--- src/rtl/des_key_schedule_enc.sv ---
// des_key_schedule_enc: sequential DES encryption key schedule, one PC-2 subkey per accepted beat
module des_key_schedule_enc #(
    parameter int NUM_ROUNDS = 16
) (
    input  logic        clk,
    input  logic        rst_n,
    input  logic        key_valid,
    output logic        key_ready,
    input  logic [63:0] key_in,
    output logic        subkey_valid,
    input  logic        subkey_ready,
    output logic [47:0] subkey,
    output logic [3:0]  subkey_round,
    output logic        busy
);
    typedef enum logic [1:0] {IDLE, LOAD, GEN} state_t;

    localparam int PC1 [0:55] = '{
        57, 49, 41, 33, 25, 17,  9,  1, 58, 50, 42, 34, 26, 18,
        10,  2, 59, 51, 43, 35, 27, 19, 11,  3, 60, 52, 44, 36,
        63, 55, 47, 39, 31, 23, 15,  7, 62, 54, 46, 38, 30, 22,
        14,  6, 61, 53, 45, 37, 29, 21, 13,  5, 28, 20, 12,  4
    };
    localparam int PC2 [0:47] = '{
        14, 17, 11, 24,  1,  5,  3, 28, 15,  6, 21, 10,
        23, 19, 12,  4, 26,  8, 16,  7, 27, 20, 13,  2,
        41, 52, 31, 37, 47, 55, 30, 40, 51, 45, 33, 48,
        44, 49, 39, 56, 34, 53, 46, 42, 50, 36, 29, 32
    };
    // rounds 0, 1, 8 and 15 rotate by one; all others by two
    localparam logic [15:0] ONE_SHIFT = 16'b1000_0001_0000_0011;

    state_t      state;
    logic [27:0] c, d, c_n, d_n;
    logic [3:0]  nr;
    logic [55:0] key_cd;

    // DES bit n lives at vector index 64-n (key) / 56-n (C||D)
    function automatic logic [55:0] pc1(input logic [63:0] k);
        logic [55:0] r;
        for (int i = 0; i < 56; i++) r[55-i] = k[64-PC1[i]];
        return r;
    endfunction

    function automatic logic [47:0] pc2(input logic [55:0] cd);
        logic [47:0] r;
        for (int i = 0; i < 48; i++) r[47-i] = cd[56-PC2[i]];
        return r;
    endfunction

    function automatic logic [27:0] rotl(input logic [27:0] x, input logic one);
        return one ? {x[26:0], x[27]} : {x[25:0], x[27:26]};
    endfunction

    // next-round rotation of C/D; LOAD always produces round 0
    always_comb begin
        key_cd = pc1(key_in);
        nr     = (state == LOAD) ? 4'd0 : subkey_round + 4'd1;
        c_n    = rotl(c, ONE_SHIFT[nr]);
        d_n    = rotl(d, ONE_SHIFT[nr]);
    end

    // control FSM with registered handshake outputs and C/D state
    always_ff @(posedge clk or negedge rst_n) begin
        if (!rst_n) begin
            state        <= IDLE;
            key_ready    <= 1'b1;
            subkey_valid <= 1'b0;
            subkey       <= '0;
            subkey_round <= '0;
            busy         <= 1'b0;
            c            <= '0;
            d            <= '0;
        end else begin
            case (state)
                IDLE: if (key_valid) begin
                    c            <= key_cd[55:28];
                    d            <= key_cd[27:0];
                    subkey_round <= '0;
                    key_ready    <= 1'b0;
                    state        <= LOAD;
                end
                LOAD: begin
                    c            <= c_n;
                    d            <= d_n;
                    subkey       <= pc2({c_n, d_n});
                    subkey_round <= '0;
                    subkey_valid <= 1'b1;
                    busy         <= 1'b1;
                    state        <= GEN;
                end
                GEN: if (subkey_ready) begin
                    if (subkey_round == 4'(NUM_ROUNDS - 1)) begin
                        subkey_valid <= 1'b0;
                        busy         <= 1'b0;
                        key_ready    <= 1'b1;
                        state        <= IDLE;
                    end else begin
                        c            <= c_n;
                        d            <= d_n;
                        subkey       <= pc2({c_n, d_n});
                        subkey_round <= nr;
                    end
                end
                default: state <= IDLE;
            endcase
        end
    end

    a_stable: assert property (@(posedge clk) disable iff (!rst_n)
        subkey_valid && !subkey_ready |=> $stable(subkey) && $stable(subkey_round));
endmodule

--- config.mk ---
export PLATFORM = sky130hd
export DESIGN_NAME = des_key_schedule_enc
export DESIGN_NICKNAME = d
export VERILOG_FILES = /design/src/rtl/des_key_schedule_enc.sv
export SDC_FILE = /design/constraint.sdc
export NUM_CORES = 1
export LEC_CHECK = 0
export ABC_AREA = 1
export ABC_CLOCK_PERIOD_IN_PS = 2400
export BUFFER_PORTS_ARGS = -buffer_cell sky130_fd_sc_hd__buf_2
export CAP_MARGIN = 20
export CORE_MARGIN = 2
export CORE_UTILIZATION = 40
export DETAILED_ROUTE_END_ITERATION = 10
export HOLD_SLACK_MARGIN = 0.1
export SYNTH_ARGS = -nofsm -noshare
export SYNTH_HDL_FRONTEND = slang
export SYNTH_SLANG_ARGS = --single-unit
--- constraint.sdc ---
create_clock -name clk -period 2.4 [get_ports clk]
set_input_delay 0.12 -clock clk [delete_from_list [all_inputs] [get_ports clk]]
set_output_delay 0.12 -clock clk [all_outputs]
set_load 0.005 [all_outputs]
==> summary.md <==
| Metric | Value |
|---|---|
| Hold Crit Depth | 5 |
| Min Tclk post-route | between 2000 and 2500 ps |
| Num rows | 45 |
| Die X | roughly 130 um |
| Setup slack, reg-to-reg | around 240 ps |
| Fin. max-slew vios | 0 |
| Boundary Pins | around 120 |
| Number of remaining DRC errors | 0 |
| Peak Freq | between 0.4 and 0.5 GHz |
| Placed inst area | roughly 7000 sq um |
| Non-filler cells, final | around 1.2k |
| Slew HR | 0.567 |
| CTS buffer count | 9 |
| Maximum vdd drop | 0.00112 V |
| Most instantiated library cell after synthesis | nand2_1 |
| Register area share after synthesis | 0.454 |
| Final Hold Violating Endpoints | 0 |
| Commonest cells in the netlist | nand2_1, dfrtp_1, nor2_1, nand3_1, o21ai_0 |
| Cell area after layout | roughly 7500 sq um |
| Area share of the largest cell type after synthesis | 0.449 |
| Vias per std cell | around 4.9 |
| Status | complete, no violations |
| Yosys reg bits | around 110 |
| Sink Count | between 100 and 150 |
| Longest Clk Path Bufs | 2 |
| FF-to-FF path depth | 14 |
| Switch share | 0.480 |
| Die Area | 16,500 sq um |
| Top_reg_cell synth | dfrtp_1 |
| GRT Total Usage | 0.210 |
| Setup TNS | 0 ps |
| Layout area overhead | 22.0% |
| Placeable Area | approximately 15,000 sq um |
| Top cells by area, synth | dfrtp_1, nand2_1, nor2_1, nand3_1, o21ai_0 |
| Max Cap Violations | 0 |
| Worst path slowest cell | dfrtp_1 |
| RSZ-0062 raised after global routing | no |
| Leakage power | between 3 and 4 nW |
| Logic pwr share | 0.582 |
| Antenna cells | 0 |
| GP Congestion | just over 0.8 |
| H-tree Lvls | 3 |
| Port bufs | roughly 110 |
| Antenna Nets Post-Route | 0 |
| Largest net degree at the start of global routing | 97 |
| Pwr per Cell Area | approximately 1700 nW/um^2 |
| Startpoint Class | register |
| CP max stage delay | 390 ps |
| Sequential power share | 0.294 |
| CTS root buffer | clkbuf_16 |
| Syn_nets | just under 1k |
| Initial drt markers | 433 |
| First-pass DRT Iterations | 5 |
| Nets | around 1.1k |
| Worst path required time | between 2000 and 3000 ps |
| Initial antenna violation count | 0 |
| CP Cell Sequence | inv_1 -> ha_1 -> inv_2 -> nand2_1 -> nand2_1 -> inv_1 -> nand2_1 -> nand2_1 -> nand2_4 -> nand2_8 -> buf_4 -> o21ai_1 -> buf_4 -> o21ai_1 |
| Die Y | ~130 um |
| Crit. End Element | register |
| Post-CTS setup buffer count | 0 |
| Synthesized area per cell | about 6.9 sq um |
| Netlist Area Pre-Place | ~6000 sq um |
| Pint | around 6.5 mW |
| Post-synth EDFFs | 0 |
| Cells after Synth | roughly 900 |
| Clk slew on worst S/H paths | approximately 80 ps |
| Vias in the first global route | 5,307 |
| First-pass GRT wire length | between 20,000 and 30,000 um |
| Total Power | about 13 mW |
| Final setup viols | 0 |
| Routed WL per cell | about 14 um |
| P_sw | just over 6 mW |
| Placed Cells | around 1.2k |
| Initial Utilization | 0.408 |
| Asr flop ratio synth | 1.00 |
| Worst Tran Pin Value | ~650 ps |
| PnR worst setup slack | ~240 ps |
| Clock Power Share | 0.124 |
| Synth area leader | dfrtp_1 |
| Pre-CTS WS | 170 ps |
| Via count | between 5k and 6k |
| Clk_skew | roughly 9.7 ps |
| Crit-path max FO | 32 |
| Layout cells sized above 1 | 0.169 |
| Skew-Pair Late Insertion Delay | between 300 and 400 ps |
| Worst hold path type | in2reg |
| WP data arrival | between 2000 and 2500 ps |
| Gr ovfl total | 0 |
| Cell mode on critical path | nand2_1 |
| Fin crit share | 0.901 |
| Library cells used by synthesis | 24 |
| CTS tree | yes |
| Final wirelength | 16,600 um |
| Warnings from Yosys | 0 |
| WS Path Type | reg2reg |
| Fillers | ~1.6k |
| HPWL after DPL | between 10,000 and 15,000 um |
## power by group through the flow
stage	Clock, mW	Combinational [mW]	Sequential, mW
after floorplan	0	5.10	3.59
after global placement	0	7.23	3.71
after detailed placement	0	7.31	3.73
after CTS	1.59	7.37	3.69
after global routing	1.68	8.39	3.84
final	1.56	7.32	3.70
## layer usage
layer | global-route usage | share of wire | vias up
met5 | 0 | 0 | -
met4 | 0.0692 | 0.020 | 0
met3 | 0.0296 | 0.054 | 27
met2 | 0.284 | 0.41 | 141
met1 | 0.338 | 0.52 | 2669
li1 | - | - | 3059
## stage by stage
stage | util | hold WS, ps
after floorplan | - | -176
after global placement | 0.465 | 182
after detailed placement | 0.465 | 184
after CTS | 0.497 | 100
after global routing | 0.498 | 111
final | 0.498 | 99.5
## cells in the final DEF (no fill, tap or decap), types with 2 or more instances in the layout
master / instances
nand2_1: 357
buf_2: 113
dfrtp_1: 111
nor2_1: 109
nand3_1: 75
o21ai_0: 65
inv_1: 47
o21ai_1: 35
a21oi_1: 18
dlygate4sd3_1: 18
buf_4: 18
buf_12: 10
clkbuf_16: 9
nand2_2: 6
o22ai_1: 4
ha_1: 4
inv_2: 2
nand2_4: 2
inv_8: 2
clkinv_2: 2
## cell type report
type                       instances  area (sq um)  share of cell area
inverter                          49           184              0.0244
tap                              188           235              0.0312
multi-input combinational        681          2930               0.389
clock inverter                     7          78.8              0.0105
clock buffer                       9           225              0.0299
timing repair buffer             159          1080               0.143
sequential                       112          2800               0.372
## state kept, by name, indices dropped and copies added, names as in the netlist
register	flops
busy	1
c	28
d	28
key_ready	1
state	2
subkey	48
subkey_round	4
## worst max-delay path, delay by kind of cell, from the launching register on
family,cells,cell delay [ps]
buf+inv,5,610
simple gates,6,590
flops,1,390
fa+ha+maj,1,220
compound gates,2,220
## logic make-up (layout without fill, tap and decap cells)
group,count (synthesis),count (layout),synth area share
AND/OR/NAND/NOR,554,554,0.360
AO/OA/AOI/OAI,122,122,0.0996
flip-flops,112,112,0.454
buffers and inverters,104,224,0.0767
adder cells (fa/ha/maj),5,5,0.0101
## final timing paths
path / start / end
worst max-delay path: state[1] / subkey[47]
worst min-delay path: key_in[18] / d[17]
worst max register to register: state[1] / subkey[47]
worst min register to register: subkey[19] / subkey[19]
max in group asynchronous: rst_n / d[25]
min in group asynchronous: rst_n / state[0]
## timing repair
item | 4_1_cts | 5_1_grt
gates resized for setup | 0 | 1
endpoints found under the setup margin | 0 | 1
hold endpoints to repair | 57 | 0
hold buffers | 18 | 0
Note: power is estimated with default switching activity, not from simulation.
